`config.mk`:
```
export PLATFORM = sky130hd
export DESIGN_NAME = key_repeat_ctrl
export DESIGN_NICKNAME = d
export VERILOG_FILES = /design/src/rtl/key_repeat_ctrl_pkg.sv /design/src/rtl/rise_pulse.sv /design/src/rtl/key_repeat_ctrl.sv
export SDC_FILE = /design/constraint.sdc
export NUM_CORES = 1
export LEC_CHECK = 0
export ABC_CLOCK_PERIOD_IN_PS = 2900
export BUFFER_PORTS_ARGS = -buffer_cell sky130_fd_sc_hd__buf_4
export CAP_MARGIN = 20
export CORE_MARGIN = 5
export CORE_UTILIZATION = 40
export CTS_CLUSTER_SIZE = 40
export DETAILED_ROUTE_END_ITERATION = 12
export GPL_TIMING_DRIVEN = 0
export PLACE_DENSITY = 0.66
export SYNTH_ARGS = -nofsm -noshare
export SYNTH_HDL_FRONTEND = slang
export SYNTH_SLANG_ARGS = --single-unit
```
`constraint.sdc`:
```
create_clock -name clk -period 2.9 [get_ports clk]
set_clock_uncertainty 0.15 [all_clocks]
set_input_delay 0.435 -clock clk [delete_from_list [all_inputs] [get_ports clk]]
set_output_delay 0.435 -clock clk [all_outputs]
set_load 0.03 [all_outputs]
```
`src/rtl/key_repeat_ctrl_pkg.sv`:
```
// Shared codes and default timing for the keyboard auto-repeat controller.
// Direction codes, DAS state encoding and default DAS timing live here.
package key_repeat_ctrl_pkg;

  localparam logic [1:0] DIR_NONE  = 2'd0;
  localparam logic [1:0] DIR_LEFT  = 2'd1;
  localparam logic [1:0] DIR_RIGHT = 2'd2;
  localparam logic [1:0] DIR_DOWN  = 2'd3;

  typedef enum logic [1:0] {
    DAS_IDLE     = 2'd0,
    DAS_DELAY_ST = 2'd1,
    DAS_REPEAT   = 2'd2
  } das_state_t;

  // 100 ms first-repeat delay and 30 ms repeat period at 100 MHz.
  localparam int unsigned DEF_DAS_DELAY  = 10_000_000;
  localparam int unsigned DEF_DAS_PERIOD = 3_000_000;
  localparam int unsigned DEF_CNT_W      = 24;

endpackage

```
`src/rtl/rise_pulse.sv`:
```
// One-cycle registered pulse on the rising edge of a level input.
// The arm flag clears on reset, so a level held through reset never pulses.
module rise_pulse (
  input  logic clk,
  input  logic rst,
  input  logic d,
  output logic q
);

  logic armed;

  always_ff @(posedge clk) begin
    if (rst) begin
      armed <= 1'b0;
      q     <= 1'b0;
    end else begin
      armed <= ~d;
      q     <= d & armed;
    end
  end

endmodule

```
`src/rtl/key_repeat_ctrl.sv`:
```
// Converts held key levels into single-cycle game command pulses with DAS on
// movement keys. Define SOFT_DROP_REPEAT_EN to give the down key auto-repeat.
module key_repeat_ctrl
  import key_repeat_ctrl_pkg::*;
#(
  parameter int unsigned DAS_DELAY  = DEF_DAS_DELAY,
  parameter int unsigned DAS_PERIOD = DEF_DAS_PERIOD,
  parameter int unsigned CNT_W      = DEF_CNT_W
) (
  input  logic       clk,
  input  logic       rst,
  input  logic       right,
  input  logic       left,
  input  logic       up,
  input  logic       down,
  input  logic       space,
  input  logic       shift,
  output logic       mv_left,
  output logic       mv_right,
  output logic       soft_drop,
  output logic       rotate,
  output logic       hard_drop,
  output logic       hold,
  output logic [1:0] active_dir
);

  localparam logic [CNT_W-1:0] LOAD_DELAY  = CNT_W'(DAS_DELAY - 1);
  localparam logic [CNT_W-1:0] LOAD_PERIOD = CNT_W'(DAS_PERIOD - 1);

  das_state_t       state, state_nxt;
  logic [CNT_W-1:0] cnt, cnt_nxt;
  logic [1:0]       dir_nxt;
  logic [1:0]       sel_dir;
  logic             sel_rise;
  logic             cnt_zero;
  logic [1:0]       fire_dir;
  logic             armed_left, armed_right;

  // Action keys: plain one-shot edge detectors.
  rise_pulse u_rot  (.clk(clk), .rst(rst), .d(up),    .q(rotate));
  rise_pulse u_hd   (.clk(clk), .rst(rst), .d(space), .q(hard_drop));
  rise_pulse u_hold (.clk(clk), .rst(rst), .d(shift), .q(hold));

`ifdef SOFT_DROP_REPEAT_EN
  logic armed_down;

  always_ff @(posedge clk) begin
    if (rst) armed_down <= 1'b0;
    else     armed_down <= ~down;
  end

  always_comb begin
    sel_dir = DIR_NONE;
    if (left)       sel_dir = DIR_LEFT;
    else if (right) sel_dir = DIR_RIGHT;
    else if (down)  sel_dir = DIR_DOWN;
  end

  always_comb begin
    sel_rise = 1'b0;
    case (sel_dir)
      DIR_LEFT:  sel_rise = armed_left;
      DIR_RIGHT: sel_rise = armed_right;
      DIR_DOWN:  sel_rise = armed_down;
      default:   sel_rise = 1'b0;
    endcase
  end

  always_ff @(posedge clk) begin
    if (rst) soft_drop <= 1'b0;
    else     soft_drop <= (fire_dir == DIR_DOWN);
  end
`else
  rise_pulse u_sd (.clk(clk), .rst(rst), .d(down), .q(soft_drop));

  always_comb begin
    sel_dir = DIR_NONE;
    if (left)       sel_dir = DIR_LEFT;
    else if (right) sel_dir = DIR_RIGHT;
  end

  always_comb begin
    sel_rise = 1'b0;
    case (sel_dir)
      DIR_LEFT:  sel_rise = armed_left;
      DIR_RIGHT: sel_rise = armed_right;
      default:   sel_rise = 1'b0;
    endcase
  end
`endif

  // Arm flags mean "key was low last cycle"; cleared by reset to block held keys.
  always_ff @(posedge clk) begin
    if (rst) begin
      armed_left  <= 1'b0;
      armed_right <= 1'b0;
    end else begin
      armed_left  <= ~left;
      armed_right <= ~right;
    end
  end

  assign cnt_zero = (cnt == '0);

  // State register; active_dir holds the latched direction (NONE in IDLE).
  always_ff @(posedge clk) begin
    if (rst) begin
      state      <= DAS_IDLE;
      cnt        <= '0;
      active_dir <= DIR_NONE;
    end else begin
      state      <= state_nxt;
      cnt        <= cnt_nxt;
      active_dir <= dir_nxt;
    end
  end

  // Next-state logic.
  always_comb begin
    state_nxt = state;
    cnt_nxt   = cnt;
    dir_nxt   = active_dir;
    case (state)
      DAS_IDLE: begin
        if (sel_rise) begin
          state_nxt = DAS_DELAY_ST;
          dir_nxt   = sel_dir;
          cnt_nxt   = LOAD_DELAY;
        end
      end
      DAS_DELAY_ST, DAS_REPEAT: begin
        if (sel_dir == DIR_NONE) begin
          state_nxt = DAS_IDLE;
          dir_nxt   = DIR_NONE;
          cnt_nxt   = '0;
        end else if (sel_dir != active_dir) begin
          state_nxt = DAS_DELAY_ST;
          dir_nxt   = sel_dir;
          cnt_nxt   = LOAD_DELAY;
        end else if (cnt_zero) begin
          state_nxt = DAS_REPEAT;
          cnt_nxt   = LOAD_PERIOD;
        end else begin
          cnt_nxt = cnt - CNT_W'(1);
        end
      end
      default: begin
        state_nxt = DAS_IDLE;
        dir_nxt   = DIR_NONE;
        cnt_nxt   = '0;
      end
    endcase
  end

  // Output decode: which direction (if any) pulses on the next cycle.
  always_comb begin
    fire_dir = DIR_NONE;
    case (state)
      DAS_IDLE: begin
        if (sel_rise) fire_dir = sel_dir;
      end
      DAS_DELAY_ST, DAS_REPEAT: begin
        if (sel_dir != DIR_NONE) begin
          if (sel_dir != active_dir) fire_dir = sel_dir;
          else if (cnt_zero)         fire_dir = active_dir;
        end
      end
      default: fire_dir = DIR_NONE;
    endcase
  end

  always_ff @(posedge clk) begin
    if (rst) begin
      mv_left  <= 1'b0;
      mv_right <= 1'b0;
    end else begin
      mv_left  <= (fire_dir == DIR_LEFT);
      mv_right <= (fire_dir == DIR_RIGHT);
    end
  end

endmodule

```
=== Word-level counts from Yosys, hierarchy flattened ===
Index checks and enable logic that the tools add are counted.

* Register bits after elaboration: 40
* Input port bits: 8
* Output and inout bits: 8
* Logic and storage cells: 65

* $add $sub $neg: 1
* Eq/ne operators: 10
* Mux-type cells: 22
* Bitwise gates (word level): 10
* Reduce and logical (&&, ||, !) cells: 7

{| class="wikitable"
|+ Operator list
! cell !! count
|-
| $mux 24 || 4
|-
| $pmux 24 s2 || 1
|-
| $mux 2 || 13
|-
| $logic_not 24->1 || 1
|-
| $sub 24x1->24 const B || 1
|-
| $pmux 2 s2 || 3
|-
| $eq 2x1->1 const B || 3
|-
| $eq 2x2->1 const B || 3
|-
| $not 1->1 || 6
|-
| $and 1x1->1 || 4
|-
| $logic_not 2->1 || 2
|-
| $ne 4x4->1 const B || 1
|-
| $reduce_and 2->1 || 2
|-
| $ne 3x3->1 const B || 1
|-
| $ne 2x2->1 || 1
|-
| $ne 2x2->1 const B || 1
|-
| $pmux 1 s2 || 1
|-
| $reduce_bool 2->1 || 1
|-
| $reduce_or 2->1 || 1
|}

=== Depth between registers and ports, before layout ===
Gate-level depths: netlist of run 1.

* Depth in word-level cells: 7
* Mapped depth: 8
* Depth with buffers taken out: 7

=== By module ===
A second synthesis of run 1 with hierarchy kept.

* Cell total of the unflattened synthesis: 260
* Area, all modules: 2154.6 um^2

{| class="wikitable"
|+ By module, submodules not included
! module !! times used !! cells each !! area an instance (um^2) !! sequential area each (um^2)
|-
| key_repeat_ctrl || 1 || 244 || 1944.4 || 640.6
|-
| rise_pulse || 4 || 4 || 52.6 || 40.0
|}

=== Worst setup path before layout of run 1 ===
No wires, ideal clock.

* Path kind: register to register
* Start point: register state[0]
* End point: register cnt[23]
* Setup time: 0.095 ns
* Arrival: 1.826 ns
* Required time: 2.655 ns
* Path slack: 0.828 ns
* Stages on the path, launching flop included: 9
* Path buffers: 1
* Period minus slack after synthesis: 2.072 ns
* Cells stage by stage: dfxtp_1 inv_1 ha_1 inv_1 nor3_1 and2_1 clkbuf_1 nand3_1 o311ai_1

* Word-level cells in the longest chain between the ends: 3
* Elaborated cells on any way between the ends: 6
* Those cells by class: eq/ne: 3; mux: 1; reduce/logical: 2

{| class="wikitable"
|+ RTL lines
! element !! RTL line !! text
|-
| start: declaration || key_repeat_ctrl.sv:30 || <nowiki>das_state_t state, state_nxt;</nowiki>
|-
| start signal: assignment || key_repeat_ctrl.sv:112 || <nowiki>state <= state_nxt;</nowiki>
|-
| $eq 2x1->1 or $eq 2x2->1 (tied branches) || key_repeat_ctrl.sv:123 || <nowiki>case (state)</nowiki>
|-
| $reduce_or 2->1 || key_repeat_ctrl.sv:123 ||
|-
| $pmux 24 s2 || key_repeat_ctrl.sv:123 ||
|-
| end signal: assignment || key_repeat_ctrl.sv:113 || <nowiki>cnt <= cnt_nxt;</nowiki>
|-
| end: declaration || key_repeat_ctrl.sv:31 || <nowiki>logic [CNT_W-1:0] cnt, cnt_nxt;</nowiki>
|}

Parallel ways exist; a longest one is shown, timed or not.
A chain may end at the register's enable or synchronous reset.

=== Final worst setup path of run 1 ===
* Start point: register state[0]
* End point: register state[0]

* Word-level cells in the longest chain between the ends: 4
* Elaborated cells on any way between the ends: 8
* Those cells by class: eq/ne: 4; mux: 1; reduce/logical: 3

{| class="wikitable"
|+ RTL lines
! element !! RTL line
|-
| $eq 2x1->1 or $eq 2x2->1 (tied branches) || key_repeat_ctrl.sv:123
|-
| $reduce_or 2->1 || key_repeat_ctrl.sv:123
|-
| $ne 4x4->1 (no source line) || --
|-
| $reduce_and 2->1 (no source line) || --
|}

Parallel ways exist; a longest one is shown, timed or not.

==> flow_summary.ini, run 1 <==
[clock_tree]
cts_tree = yes
clk_pin_slew_ns = 0.08
cts_max_level = 2
ctsHoldBuffers = 0
clockBufferDepth = 2
numCtsBuffers = 5
root_buffer = clkbuf_8
clock_latency_ns = 0.29
cts_num_sinks = 40

[power_and_ir_drop]
vdd.ir_drop.worst_mv = 0.225
p_leak_nw = 0.915
p_per_area_mw_per_mm2 = 620
total_power_mw = 1.56

[sta]
finalCriticalPeriod_ns = 2.60
grt_setup_unrepaired = no
finalCritPeriodShare_pct = 89.5
maxSlewViolCount = 0
slew-limit-headroom_pct = 48.9
finalHoldViolations = 0
finalSetupViolCount = 0
worstMarginPinSlew_ns = 0.762
setup_tns_ns = 0
max_freq_mhz = 385

[die]
core_sq_mm = 0.00544
die-height_um = 84.2
num_rows = 27
die_w_um = 84.2
dieArea_sq_mm = 0.00709
ios = 16
start_util_pct = 40.5

[cells_and_area]
n_fill_cell = 543
drive_above_1_share_pct = 16.7
diodes = 0
fin_nets = 291
syn_to_final_growth_pct = 14.3

[global_route]
overflow = 0
grt_max_degree = 14
grt_pass1_wl_mm = 9.28
grt_pass1_vias = 1944
antenna_found_initial = 0
grt_usage_pct = 15.8

[yosys]
synth-edff-count = 0
synth_cells = 260
async_flop_share_pct = 0
yosys.area.top_type = dfxtp_1
synth_top_area_share_pct = 36.4
netlist_area_sq_mm = 0.00220
synth_flop_cell = dfxtp_1
ys_types = 64
yosys-top-cells-area = dfxtp_1 36%, a21oi_1 5.7%, nor2_1 4.1%, o21ai_0 3.9%, nand2_1 2.9%
synth.avg_cell_area_sq_um = 8.46
postSynthNetCount = 271
postSynthRegisterBits = 40
yosysWarnings = 0
ys_seq_area_share_pct = 36.4

[worst_setup_path]
worstPathRequired_ns = 2.95
critical_path_arrival_ns = 2.64
reg2reg_to = state[0]$_SDFFE_PP0P_
criticalPathCategory = reg -> reg
critPathLaunchType = flop
rr_startpoint = state[0]$_SDFFE_PP0P_
r2r_slack_ns = 0.30
ff2ff_path_depth = 8
endpoint_kind = flop
cp_max_fo = 10

[hold_path]
hp-class = in -> reg
holdCritStartpoint = shift
hold_depth = 2
holdPathEnd = u_hold.armed$_SDFF_PP0_

[drt]
drc = 0
wl_per_cell_um = 15.5
drtAntennaViolNets = 0
firstDrtPassIters = 5
totalWireLength_mm = 5.48
via_per_inst = 5.77
drt_iter0_drc = 115
via_count = 2036

[placement]
io_buffers = 13
routabilityCongestion = 0.871
dp_hpwl_mm = 4.02

[status]
status = finished clean

[run]
max_cap_viol_count = 0
## flip-flops by register name, summed over array words and instances, names as in the netlist
name	count
cnt	24
active_dir	2
state	2
armed_left	1
armed_right	1
mv_left	1
mv_right	1
u_hd.armed	1
u_hd.q	1
u_hold.armed	1
u_hold.q	1
u_rot.armed	1
u_rot.q	1
u_sd.armed	1
u_sd.q	1
## stage by stage
| step | instances | utilization, % | hold WS, ns | setup WS (ns) | area, sq um |
|---|---|---|---|---|---|
| floorplan | 260 | - | 0.287 | 0.828 | 2200 |
| global placement | 345 | 43.9 | 0.290 | 0.279 | 2390 |
| detailed placement | 345 | 43.9 | 0.302 | 0.232 | 2390 |
| CTS | 353 | 46.1 | 0.128 | 0.222 | 2510 |
| global route | 353 | 46.2 | 0.124 | 0.0951 | 2510 |
| finish | 353 | 46.2 | 0.138 | 0.304 | 2510 |
## power by group
part           switching (mW)  internal, mW  total [mW]
Sequential             0.0418         0.585       0.627
Clock                   0.205         0.282       0.487
Combinational           0.277         0.169       0.446
Total                   0.524          1.04        1.56
## synthesized netlist by cell type (5+ instances only)
master / n
dfxtp_1: 40
a21oi_1: 25
nor2_1: 24
nand2_1: 17
o21ai_0: 17
inv_1: 13
nor3_1: 10
clkbuf_1: 8
nand3_1: 8
a31oi_1: 5
and3_1: 5
or4_1: 5
## cells in the final DEF (no fill, tap or decap), types with 2 or more instances in the layout
cell type and n:
nand3_4 2, a21boi_0 2, clkbuf_1 8, nor4b_1 2, nor4_1 3, a221oi_2 2
o21ai_0 17, inv_1 13, nand3_1 8, nor3_2 2, or3_1 2, buf_4 15
o221ai_1 2, nor2_1 24, clkbuf_8 6, nand4_1 3, nor3_1 9, a31oi_1 5
and3_1 5, nor4_2 2, ha_1 3, o21ai_1 2, nand2_1 17, a41oi_1 2
or4_1 5, buf_2 4, a21oi_1 25, nor2b_1 4, a21o_1 2, o31ai_1 4
xor2_1 4, dfxtp_1 40, and2_1 2, nand2b_1 2
## layer usage
layer  GRT usage (%)  vias up  wire [um]  share of wire [%]
met4            3.95        0         57                1.0
met2            26.6       38       2700                 49
met5               0        -          0                  0
met3            3.24        6        195                3.6
li1                -     1005          -                  -
met1            20.8      987       2530                 46
## kinds of logic after synthesis
logic type      count (synthesis)  share of synthesized area [%]
compound gates                 78                           24.0
xor+xnor                        5                           1.99
fa+ha+maj                       3                           1.71
buf+inv                        29                           5.86
flops                          40                           36.4
simple gates                  105                           30.1
## how the worst max path moves through the flow
stage,start,to,slack [ns],depth (start not counted)
after floorplan,state[0]$_SDFFE_PP0P_,cnt[23]$_SDFFE_PP0N_,0.83,8
after global placement,state[0]$_SDFFE_PP0P_,cnt[23]$_SDFFE_PP0N_,0.28,8
after detailed placement,state[0]$_SDFFE_PP0P_,cnt[23]$_SDFFE_PP0N_,0.23,8
after CTS,state[0]$_SDFFE_PP0P_,cnt[23]$_SDFFE_PP0N_,0.22,8
after global routing,state[0]$_SDFFE_PP0P_,state[0]$_SDFFE_PP0P_,0.1,8
final,state[0]$_SDFFE_PP0P_,state[0]$_SDFFE_PP0P_,0.30,8
## critical path: stages, from the launching register on
cell,delay (ns)
dfxtp_1,0.32
inv_1,0.08
ha_1,0.14
clkbuf_1,0.35
inv_1,0.15
a211oi_2,0.63
a31oi_1,0.19
or2_2,0.37
o32ai_1,0.13
## layout make-up
class,count,area (sq um),share of cell area [%]
multi-input cells,191,1280,50.7
repair buffers,13,97.6,3.88
clock buffers,6,82.6,3.28
flip-flops and latches,40,801,31.8
plain buffers,16,80.1,3.18
well taps,72,90.1,3.58
inverters,13,48.8,1.94
clock inverters,2,38.8,1.54
## what timing repair did
action,CTS,global route
setup endpoints to repair,0,1
setup buffers,0,0
gates resized for setup,0,1
Power figures use the tool's default switching activity.
==> run 2: changes to the inputs <==
--- a/config.mk
+++ b/config.mk
@@ -8,6 +8,7 @@
 export ABC_CLOCK_PERIOD_IN_PS = 2900
 export BUFFER_PORTS_ARGS = -buffer_cell sky130_fd_sc_hd__buf_4
 export CAP_MARGIN = 20
+export CORE_ASPECT_RATIO = 1.2
 export CORE_MARGIN = 5
 export CORE_UTILIZATION = 40
 export CTS_CLUSTER_SIZE = 40
==> flow_summary.ini, run 2 (synthesized netlist as in run 1, its figures left out) <==
[worst_setup_path]
endpoint_kind = flop
slowest_stage = a211oi_2
criticalPathCategory = reg -> reg
cp_max_fo = 10
slowest_delay_ns = 0.65
r2r_slack_ns = 0.24
rr_startpoint = state[0]$_SDFFE_PP0P_
critPathLaunchType = flop
critical_path_arrival_ns = 2.71
critPathMostFrequentCell = inv_1
worstPathRequired_ns = 2.96
worstPathCellList = inv_1 -> ha_1 -> clkbuf_1 -> inv_1 -> a211oi_2 -> a31oi_1 -> or2_2 -> o32ai_1
setup.worst_path.start = state[0]$_SDFFE_PP0P_

[cells_and_area]
syn_to_final_growth_pct = 11.5
final_common_cell = dfxtp_1
diodes = 0
seq_area_sq_um = 801
n_fill_cell = 536
multi_input_area_sq_mm = 0.00127
largest_register_ffs = 24
top_register = cnt
drive_above_1_share_pct = 15.7
fin_nets = 291
final_cell_mix = 40 x dfxtp_1, 25 x a21oi_1, 24 x nor2_1, 17 x nand2_1, 17 x o21ai_0
top_regs = cnt: 24 flops, active_dir: 2 flops, state: 2 flops

[global_route]
grt_usage_pct = 17.3
grt_pass1_wl_mm = 10.0
overflow = 0
antenna_found_initial = 0
grt_pass1_vias = 1988
grt_max_degree = 12

[sta]
layout_setup_ws_ns = 0.244
finalSetupViolCount = 0
grt_setup_unrepaired = no
finalHoldViolations = 0
max_freq_mhz = 376
finalCritPeriodShare_pct = 91.6
finalCriticalPeriod_ns = 2.66
worstMarginPinSlew_ns = 0.860
setup_tns_ns = 0
maxSlewViolCount = 0
slew-limit-headroom_pct = 42.3

[drt]
wl_per_cell_um = 16.9
wl_met1_mm = 2.56
via_count = 2037
drtAntennaViolNets = 0
drc = 0
via_per_inst = 5.96
totalWireLength_mm = 5.78
drt_iter0_drc = 215
firstDrtPassIters = 4
top_layer_used = met4
wl_met2_mm = 2.78
wl_met3_um = 301

[clock_tree]
cts_tree = yes
post_cts_buffers = 0
clk_pin_slew_ns = 0.08
ctsHoldBuffers = 0
cts_max_level = 2
numCtsBuffers = 5
clockBufferDepth = 2
cts_resized = 0
root_buffer = clkbuf_8
cts_num_sinks = 40
clock_latency_ns = 0.30

[die]
start_util_pct = 41.3
die_w_um = 77.7
core_sq_mm = 0.00533
die-height_um = 91.3
dieArea_sq_mm = 0.00709
num_rows = 29
ios = 16

[power_and_ir_drop]
internal_power_uw = 917
p_per_area_mw_per_mm2 = 584
switching_share_pct = 36.0
vdd.ir_drop.worst_mv = 0.212
p_seq_share_pct = 43.8
p_leak_nw = 0.894
p_comb_share_pct = 31.6
pwr-share-clk_pct = 24.6
switchingPower_uw = 516

[placement]
pre_cts_slack_ns = 0.298
routabilityCongestion = 0.868
io_buffers = 13
dp_hpwl_mm = 4.15

[hold_path]
hp-class = in -> reg
holdCritStartpoint = space

[run]
max_cap_viol_count = 0

[status]
status = finished clean
-- run 2: layout make-up --
cell class              instances  area share [%]
flip-flops and latches         40            32.6
clock buffers                   6            2.96
clock inverters                 1           0.204
plain buffers                  16            3.26
multi-input cells             191            51.8
inverters                      13            1.99
well taps                      62            3.16
repair buffers                 13            3.98
-- run 2: final timing paths --
| path | endpoint | depth (start not counted) |
|---|---|---|
| worst max-delay path | state[0]$_SDFFE_PP0P_ | 8 |
| worst min-delay path | u_hd.armed$_SDFF_PP0_ | 2 |
| worst max register to register | state[0]$_SDFFE_PP0P_ | 8 |
| worst min register to register | u_hold.q$_SDFF_PP0_ | 1 |
-- run 2: layer usage --
layer | vias up | track usage, %
met3 | 14 | 2.87
met5 | - | 0
met1 | 966 | 22.2
met2 | 55 | 28.3
li1 | 1002 | -
met4 | 0 | 7.02
-- run 2: critical path: cells and delay by family (launching register included) --
family | cells | cell delay [ns]
fa+ha+maj | 1 | 0.14
buf+inv | 3 | 0.60
compound gates | 3 | 0.98
simple gates | 1 | 0.38
flops | 1 | 0.32
-- run 2: power groups by stage --
stage	combinational, mW	clock [mW]	sequential (mW)
after floorplan	0.338	0	0.638
after global placement	0.442	0	0.637
after detailed placement	0.447	0	0.640
after CTS	0.448	0.361	0.627
after global routing	0.499	0.386	0.634
final	0.453	0.353	0.627
-- run 2: through the flow --
step	cells	util, %	hold WS (ns)	cell area, sq um	power [mW]
after CTS	342	46.0	0.142	2450	1.44
after detailed placement	335	44.5	0.301	2380	1.09
after global placement	335	44.5	0.291	2380	1.08
final	342	46.0	0.146	2450	1.43
after global routing	342	46.0	0.140	2450	1.52
after floorplan	260	-	0.287	2200	0.976
